$ cat config.mk
export PLATFORM = sky130hd
export DESIGN_NAME = issue_scheduler
export DESIGN_NICKNAME = d
export VERILOG_FILES = /design/src/rtl/issue_scheduler_pkg.sv /design/src/rtl/iq_oldest_select.sv /design/src/rtl/issue_scheduler.sv
export SDC_FILE = /design/constraint.sdc
export NUM_CORES = 2
export LEC_CHECK = 0
export CORE_MARGIN = 1
export CORE_UTILIZATION = 62
export DETAILED_ROUTE_END_ITERATION = 10
export PLACE_DENSITY = 0.91
export SYNTH_ARGS = -nofsm -noshare
export SYNTH_HDL_FRONTEND = slang
export SYNTH_SLANG_ARGS = --single-unit
$ cat constraint.sdc
create_clock -name clk -period 6.65 [get_ports clk]
set_input_delay 0.9975 -clock clk [delete_from_list [all_inputs] [get_ports clk]]
set_output_delay 0.9975 -clock clk [all_outputs]
set_load 0.005 [all_outputs]
$ cat src/rtl/issue_scheduler_pkg.sv
// Shared types for the issue scheduler: decoded op, tags, queue entry.
// ISSUE_WAKEUP_BYPASS_EN (see issue_scheduler.sv) does not change these types.
package issue_scheduler_pkg;

  localparam int IQ_DEPTH_DEFAULT = 8;
  localparam int TAG_W = 7;
  localparam int AGE_W = 5;

  typedef logic [TAG_W-1:0] p_ref;
  typedef logic [AGE_W-1:0] age_t;

  typedef struct packed {
    logic [3:0]  alu_op;
    logic        alu_src;
    logic [31:0] imm;
    logic        reg_write;
    logic        mem_read;
    logic        mem_write;
    logic        mem_to_reg;
  } decode_struct;

  typedef struct packed {
    logic         valid;
    decode_struct op;
    p_ref         psrc0;
    p_ref         psrc1;
    p_ref         pdst;
    logic         rdy0;
    logic         rdy1;
    age_t         age;
  } iq_entry_t;

  function automatic logic tag_hit(
    input logic v,
    input p_ref a,
    input p_ref b
  );
    return v && (a == b);
  endfunction

endpackage

$ cat src/rtl/iq_oldest_select.sv
// Oldest-candidate picker: one-hot grant to the candidate with the
// smallest age rank. Ranks of valid entries are unique.
module iq_oldest_select
  import issue_scheduler_pkg::*;
#(
  parameter int N = 8
) (
  input  logic [N-1:0]            cand,
  input  logic [N-1:0][AGE_W-1:0] age,
  output logic [N-1:0]            grant,
  output logic                    any
);

  always_comb begin
    grant = '0;
    for (int i = 0; i < N; i++) begin
      grant[i] = cand[i];
      for (int j = 0; j < N; j++) begin
        if (j != i && cand[j] && (age[j] < age[i]))
          grant[i] = 1'b0;
      end
    end
  end

  assign any = |cand;

endmodule

$ cat src/rtl/issue_scheduler.sv
// Single-issue out-of-order issue queue with tag wakeup and oldest-first select.
// Define ISSUE_WAKEUP_BYPASS_EN to let a same-cycle wakeup make an entry issuable.
module issue_scheduler
  import issue_scheduler_pkg::*;
#(
  parameter int DEPTH = IQ_DEPTH_DEFAULT,
  parameter int CNT_W = $clog2(DEPTH+1)
) (
  input  logic             clk,
  input  logic             rst_n,
  input  logic             flush,
  input  logic             dispatch_valid,
  output logic             dispatch_ready,
  input  decode_struct     dispatch_op,
  input  p_ref             dispatch_psrc0,
  input  p_ref             dispatch_psrc1,
  input  p_ref             dispatch_pdst,
  input  logic             dispatch_rdy0,
  input  logic             dispatch_rdy1,
  input  logic             wakeup_valid,
  input  p_ref             wakeup_tag,
  output logic             issue_valid,
  input  logic             issue_ready,
  output decode_struct     issue_op,
  output p_ref             issue_psrc0,
  output p_ref             issue_psrc1,
  output p_ref             issue_pdst,
  output logic [CNT_W-1:0] count
);

  localparam int IDX_W = (DEPTH > 1) ? $clog2(DEPTH) : 1;
  localparam logic [CNT_W-1:0] FULL = CNT_W'(DEPTH);

  iq_entry_t q [DEPTH];
  logic [CNT_W-1:0] cnt;

  logic [DEPTH-1:0] wk0, wk1, cand, grant;
  logic [DEPTH-1:0][AGE_W-1:0] ages;
  logic any;

  decode_struct sel_op;
  p_ref sel_s0, sel_s1, sel_pd;
  age_t sel_age;

  logic acc, fire;
  logic [IDX_W-1:0] free_idx;
  iq_entry_t ent_new;
  age_t new_age;

  always_comb begin
    for (int i = 0; i < DEPTH; i++) begin
      wk0[i]  = tag_hit(wakeup_valid, wakeup_tag, q[i].psrc0);
      wk1[i]  = tag_hit(wakeup_valid, wakeup_tag, q[i].psrc1);
      ages[i] = q[i].age;
`ifdef ISSUE_WAKEUP_BYPASS_EN
      cand[i] = q[i].valid
              && (q[i].rdy0 || wk0[i])
              && (q[i].rdy1 || wk1[i]);
`else
      cand[i] = q[i].valid && q[i].rdy0 && q[i].rdy1;
`endif
    end
  end

  iq_oldest_select #(.N(DEPTH)) u_sel (
    .cand  (cand),
    .age   (ages),
    .grant (grant),
    .any   (any)
  );

  // grant is one-hot, so a priority mux is equivalent to an AND-OR mux
  always_comb begin
    sel_op  = '0;
    sel_s0  = '0;
    sel_s1  = '0;
    sel_pd  = '0;
    sel_age = '0;
    for (int i = 0; i < DEPTH; i++) begin
      if (grant[i]) begin
        sel_op  = q[i].op;
        sel_s0  = q[i].psrc0;
        sel_s1  = q[i].psrc1;
        sel_pd  = q[i].pdst;
        sel_age = q[i].age;
      end
    end
  end

  assign issue_valid    = any && !flush;
  assign issue_op       = sel_op;
  assign issue_psrc0    = sel_s0;
  assign issue_psrc1    = sel_s1;
  assign issue_pdst     = sel_pd;
  assign dispatch_ready = (cnt < FULL) && !flush;
  assign count          = cnt;

  assign acc  = dispatch_valid && dispatch_ready;
  assign fire = issue_valid && issue_ready;

  always_comb begin
    free_idx = '0;
    for (int i = DEPTH-1; i >= 0; i--) begin
      if (!q[i].valid)
        free_idx = IDX_W'(i);
    end
  end

  // ranks stay dense 0..count-1, so the newcomer lands just past the survivors
  assign new_age = age_t'(cnt) - age_t'(fire);

  always_comb begin
    ent_new       = '0;
    ent_new.valid = 1'b1;
    ent_new.op    = dispatch_op;
    ent_new.psrc0 = dispatch_psrc0;
    ent_new.psrc1 = dispatch_psrc1;
    ent_new.pdst  = dispatch_pdst;
    ent_new.rdy0  = dispatch_rdy0
                  || tag_hit(wakeup_valid, wakeup_tag, dispatch_psrc0);
    ent_new.rdy1  = dispatch_rdy1 || dispatch_op.alu_src
                  || tag_hit(wakeup_valid, wakeup_tag, dispatch_psrc1);
    ent_new.age   = new_age;
  end

  always_ff @(posedge clk or negedge rst_n) begin
    if (!rst_n) begin
      cnt <= '0;
      for (int i = 0; i < DEPTH; i++)
        q[i] <= '0;
    end else if (flush) begin
      cnt <= '0;
      for (int i = 0; i < DEPTH; i++)
        q[i].valid <= 1'b0;
    end else begin
      cnt <= cnt + CNT_W'(acc) - CNT_W'(fire);
      for (int i = 0; i < DEPTH; i++) begin
        if (fire && grant[i]) begin
          q[i].valid <= 1'b0;
        end else if (acc && free_idx == IDX_W'(i)) begin
          q[i] <= ent_new;
        end else if (q[i].valid) begin
          if (wk0[i])
            q[i].rdy0 <= 1'b1;
          if (wk1[i])
            q[i].rdy1 <= 1'b1;
          if (fire && q[i].age > sel_age)
            q[i].age <= q[i].age - 1'b1;
        end
      end
    end
  end

endmodule

=== Word-level counts from Yosys, hierarchy flattened ===
Cells that the tools add are included.

* Bits in read-only memories: 0
* RAM bits: 0
* Memories: 0
* Register bits: 564
* Output and inout port bits: 68
* Bits in latches: 0

* Add/sub/neg operators: 11
* Reductions and logical operators: 196
* Eq/ne operators: 25
* Bitwise gates (word level): 9
* $lt $le $gt $ge: 65
* Shift operators: 0
* Multiplexer cells: 169
* Div/mod/pow operators: 0
* Multipliers: 0

{| class="wikitable"
|+ Operator list
! kind !! number
|-
| two-way mux 63 bit || 8
|-
| two-way mux 41 bit || 8
|-
| less-than comparator 5 bit || 56
|-
| two-way mux 7 bit || 40
|-
| == test 7 bit || 18
|-
| logical AND 1 bit || 118
|-
| AND reduction 4 bit || 24
|-
| two-way mux 1 bit || 88
|-
| two-way mux 5 bit || 16
|-
| nonzero test 2 bit || 32
|-
| greater-than comparator 5 bit || 8
|-
| subtractor 5 x 1 -> 5 bit, second input constant || 8
|-
| two-way mux 3 bit || 8
|-
| AND reduction 3 bit || 8
|-
| nonzero test 3 bit || 8
|-
| == test 3 bit, second input constant || 4
|-
| NOT 1 bit || 9
|-
| OR reduction 8 bit || 1
|-
| == test 3 x 2 -> 1 bit, second input constant || 2
|-
| subtractor 4 x 1 -> 5 bit || 1
|-
| adder 4 x 1 -> 4 bit || 1
|-
| less-than comparator 4 bit, second input constant || 1
|-
| two-way mux 4 bit || 1
|-
| subtractor 4 x 1 -> 4 bit || 1
|-
| 4 further kinds || 6
|}

=== Depth between registers and ports, before layout ===
* Depth after elaboration: 23
* Gate-level depth with buffers: 22

=== Cells and area by module ===
A second synthesis with hierarchy kept.

* Cell total of the unflattened synthesis: 3108
* Area, all modules: 32571.2 µm²

{| class="wikitable"
|+ Modules (own cells, without submodules)
! module !! area an instance (µm²) !! instances !! sequential area each (µm²) !! cells an instance
|-
| issue_scheduler || 29066.6 || 1 || 14113.5 || 2667
|-
| iq_oldest_select || 3504.6 || 1 || 0.0 || 441
|}

=== Worst setup path before layout ===
No wires, ideal clock.

* Kind: flip-flop to flip-flop
* From: reg ages[2] (netlist name)
* To: reg ages[35] (netlist name)
* Setup time: 0.124 ns
* Period minus slack after synthesis: 5.367 ns
* Setup slack: 1.283 ns
* Stages on the path, launching flop included: 22
* Buffers on the path: 2
* Data arrival time: 5.243 ns
* Cell sequence: dfrtp_1 > inv_1 > ha_1 > a21oi_1 > o21ai_1 > o221a_1 > or4_4 > or4b_1 > buf_2 > nand3b_2 > buf_2 > nor2_1 > o41ai_1 > ha_1 > nor2b_1 > o21a_1 > o21a_1 > o21ai_0 > a221oi_1 > o221ai_1 > nor3_1 > a211o_1

* Longest elaborated chain between the ends: 21

{| class="wikitable"
|+ Ends and longest elaborated chain
! element !! RTL line !! RTL
|-
| less-than comparator 5 bit || iq_oldest_select.sv:19 || <nowiki>if (j != i && cand[j] && (age[j] < age[i]))</nowiki>
|-
| logical AND 1 bit || iq_oldest_select.sv:19 ||
|-
| two-way mux 1 bit (7 in a row) || iq_oldest_select.sv:19 ||
|-
| two-way mux 5 bit (8 in a row) || issue_scheduler.sv:80 || <nowiki>if (grant[i]) begin</nowiki>
|-
| greater-than comparator 5 bit || issue_scheduler.sv:147 || <nowiki>if (fire && q[i].age > sel_age)</nowiki>
|-
| logical AND 1 bit || issue_scheduler.sv:147 ||
|-
| nonzero test 2 bit (no line) || n/a ||
|-
| AND reduction 4 bit (no line) (*) || n/a ||
|}

Every way passes the cells marked *; elsewhere a longest branch is shown, timed or not.
A chain may end at the register's enable or synchronous reset.

=== Final worst setup path ===
* From: reg ages[2] (netlist name)
* To: out issue_psrc0[4]

* Longest elaborated chain between the ends: 17

{| class="wikitable"
|+ Ends and longest elaborated chain
! element !! RTL line !! RTL
|-
| less-than comparator 5 bit || iq_oldest_select.sv:19 ||
|-
| logical AND 1 bit || iq_oldest_select.sv:19 ||
|-
| two-way mux 1 bit (7 in a row) || iq_oldest_select.sv:19 ||
|-
| two-way mux 7 bit (7 in a row) || issue_scheduler.sv:80 ||
|-
| two-way mux 7 bit (*) || issue_scheduler.sv:80 ||
|-
| end: declaration || issue_scheduler.sv:25 || <nowiki>output p_ref issue_psrc0,</nowiki>
|}

Marked as above.

==> results.md <==
* Slew @ Worst Pin at 1.38 ns
* Commonest non-fill, non-tap cell in the layout: nand2_1
* DP Worst Slack at roughly 0.99 ns
* Syn_nets at about 4.1k
* Final min period at ~6.5 ns
* Max incr delay on CP at 0.79 ns
* Final wirelength at 108,000 um
* Mean area per synthesized cell at roughly 8.5 um2
* CTS tree: yes
* Clk buf depth at 3
* Setup Crit Path Kind: flip-flop to output port
* Fill cells at 3,534
* Initial antenna violation count at 4
* Die Height at ~230 um
* Initial Util at roughly 63%
* Unrepaired setup endpoints after global routing: no
* H-tree depth at 2
* Detailed placer's ending HPWL at approximately 64,000 um
* Part of the cycle the worst path needs at between 90% and 100%
* CP Data Required Time at around 5.7 ns
* Violation count after the first detailed-route iteration at between 5k and 6k
* Clock power frac at about two fifths
* Synth Flop Type: dfrtp_1
* Internal at 6.26 mW
* Worst setup margin at between 0.1 and 0.15 ns
* CP arrival at roughly 5.5 ns
* Cell family contributing the most delay on the critical path: simple AND/OR/NAND/NOR gates
* Commonest non-fill, non-tap cells in the layout: nand2_1 (1,485), dfrtp_1 (564), ha_1 (196)
* Reg power frac at between 40% and 50%
* Largest net degree at the start of global routing at roughly 170
* Max FO, Critical Path at 19
* Hold WC Path Type: input pin to async pin
* Final hold violation count at 0
* Clock root cell: clkbuf_16
* Via count at around 30k
* Core Region at 51,500 um2
* Slowest stage cell, crit path: o41ai_1
* Num rows at between 80 and 90
* Gr ovfl total at 0
* Syn-to-layout area delta at 11.4%
* DIE WIDTH at 231 um
* Cells along the critical path: inv_1 -> ha_1 -> a21oi_1 -> o21ai_1 -> o221a_1 -> or4_4 -> or4b_4 -> nand3b_4 -> buf_4 -> nor2_1 -> o41ai_1 -> clkdlybuf4s50_1
* Cells after synthesis at around 3.8k
* Sw frac at around 28%
* GPL Wtd Cong at between 1 and 1.5
* Worst VDD drop at 0.204 mV
* Yosys warning total at 0
* Io pins at 145
* Finish-stage setup viols at 0
* Total CTS buffers at 56
* Final ANT Viol Nets at 0
* Cell Area, Synth at approximately 32,000 um2
* Final Max Tran Viols at 0
* Relative slew slack at 6.51%
* Outcome: completed
* Routed WL per cell at 23.8 um
* Max Clock Freq at 153 MHz
* Latest clock arrival within the worst-skew pair at about 0.64 ns
* Ys async rst share at 100%
* DRC viols at 0
* Worst path bufs/invs at 3
* Startpoint types: flip-flop
* Fin Setup TNS at 0 ns
* Tot GR Track Use at between 40% and 50%
* P_sw at 2.43 mW
* First-pass GRT wire length at between 150,000 and 200,000 um
* Skew final at 0.0271 ns
* Die area at approximately 53,000 um2
* Post-CTS Hold Buffers at 0
* Share of cells above drive strength 1 at under 10%
* Register bit count reported by yosys at 564
* Leakage at 18.4 nW
* EDFF count, synth at 0
* Clock-pin slew on the worst setup and hold paths at 0.07 ns
* Sink Count at 564
* Max-cap violation count at 0
* Register area share after synthesis at 43.5%
* Pwr Density at roughly 240 nW/um2
* Via density at slightly below 7
* Final-stage net count at between 4k and 5k
* TritonRoute pass-1 iters at 7
* Worst setup EP type: output port
* Post-synth cell types at 76
* Vias in the first global route at a little over 30k
* Port bufs at approximately 140
* Combinational Power Share at 14.5%
synthesized netlist by cell type (62+ instances only):
master    count  area share, %
nand2_1    1489             17
dfrtp_1     564             44
clkbuf_1    240            2.8
ha_1        196            7.6
nor2_1      188            2.2
a21oi_1     106            1.6
xnor2_1     101            2.7
o21ai_0      71            1.1
a221oi_1     69            1.9
inv_1        67           0.78
nand3_1      67            1.0
mux2_2       62            2.2
o311a_1      62            1.9
power by group through the flow:
stage                     Sequential, mW  Clock [mW]  Combinational, mW
after detailed placement            4.13           0               1.21
after global placement              4.11           0               1.15
after global routing                4.13        3.46               1.39
after floorplan                     4.04           0              0.829
after CTS                           4.08        3.31               1.23
final                               4.11        3.33               1.26
logic make-up after synthesis:
family                   count (synthesis)  share of synthesized area, %
buffers and inverters                  366                          4.60
AND/OR/NAND/NOR                       1906                          23.7
flip-flops                             564                          43.5
AO/OA/AOI/OAI                          606                          15.0
adder cells (fa/ha/maj)                197                          7.62
XOR/XNOR                               129                          3.48
multiplexers                            62                          2.15
worst register-to-register path: cells and delay by family, from the launching register on:
kind                     cells  cell delay (ns)
buffers and inverters        1             0.36
adder cells (fa/ha/maj)      2             0.74
flip-flops                   1             0.44
AO/OA/AOI/OAI               12             2.81
AND/OR/NAND/NOR              3             1.37
repair_timing:
action / in CTS / in global routing
hold endpoints to repair: 0 / 0
setup endpoints to repair: 0 / 1
resized for setup: 0 / 1
setup buffers: 0 / 0
state kept, by name, indices dropped and copies added, names as in the netlist:
register	count
count	4
ages	40
q	520
worst paths after layout:
path                       startpoint              to  slack [ns]  cells after the start
hold / removal                  rst_n          q[130]        0.25                      1
min in group clk                q[52]           q[52]        0.48                      2
setup reg to reg              ages[2]        ages[17]        0.83                     18
hold reg to reg                 q[52]           q[52]        0.48                      2
setup / recovery              ages[2]  issue_psrc0[4]        0.11                     12
max in group asynchronous       rst_n          q[514]        5.04                      2
metrics by stage:
| step | std cells | util (%) | cell area (um2) | power, mW | hold slack, ns |
|---|---|---|---|---|---|
| finish | 4526 | 70.1 | 36100 | 8.69 | 0.247 |
| floorplan | 3830 | - | 32400 | 4.87 | 0.446 |
| detailed placement | 4420 | 66.4 | 34200 | 5.34 | 0.463 |
| CTS | 4524 | 70.1 | 36100 | 8.63 | 0.254 |
| global route | 4525 | 70.1 | 36100 | 8.98 | 0.270 |
| global placement | 4420 | 66.4 | 34200 | 5.26 | 0.457 |
layer usage:
| layer | track usage [%] | routed length, um | vias up | part of all wire (%) |
|---|---|---|---|---|
| met5 | 0 | 26 | - | 0.024 |
| met4 | 24.9 | 7250 | 4 | 6.7 |
| met3 | 11.5 | 15200 | 672 | 14 |
| met2 | 60.2 | 46800 | 2607 | 44 |
| met1 | 52.0 | 38200 | 14574 | 36 |
| li1 | - | - | 12923 | - |
area by class of cell:
class,instances,area [um2],share of cell area (%)
antenna,2,5.00,0.0139
clock buffer,84,1660,4.59
clock inverter,20,260,0.720
inverter,68,255,0.707
multi-input combinational,2900,17000,47.0
sequential,564,14100,39.1
tap,680,851,2.36
timing repair buffer,208,2000,5.54
Note: power is estimated with default switching activity, not from simulation.
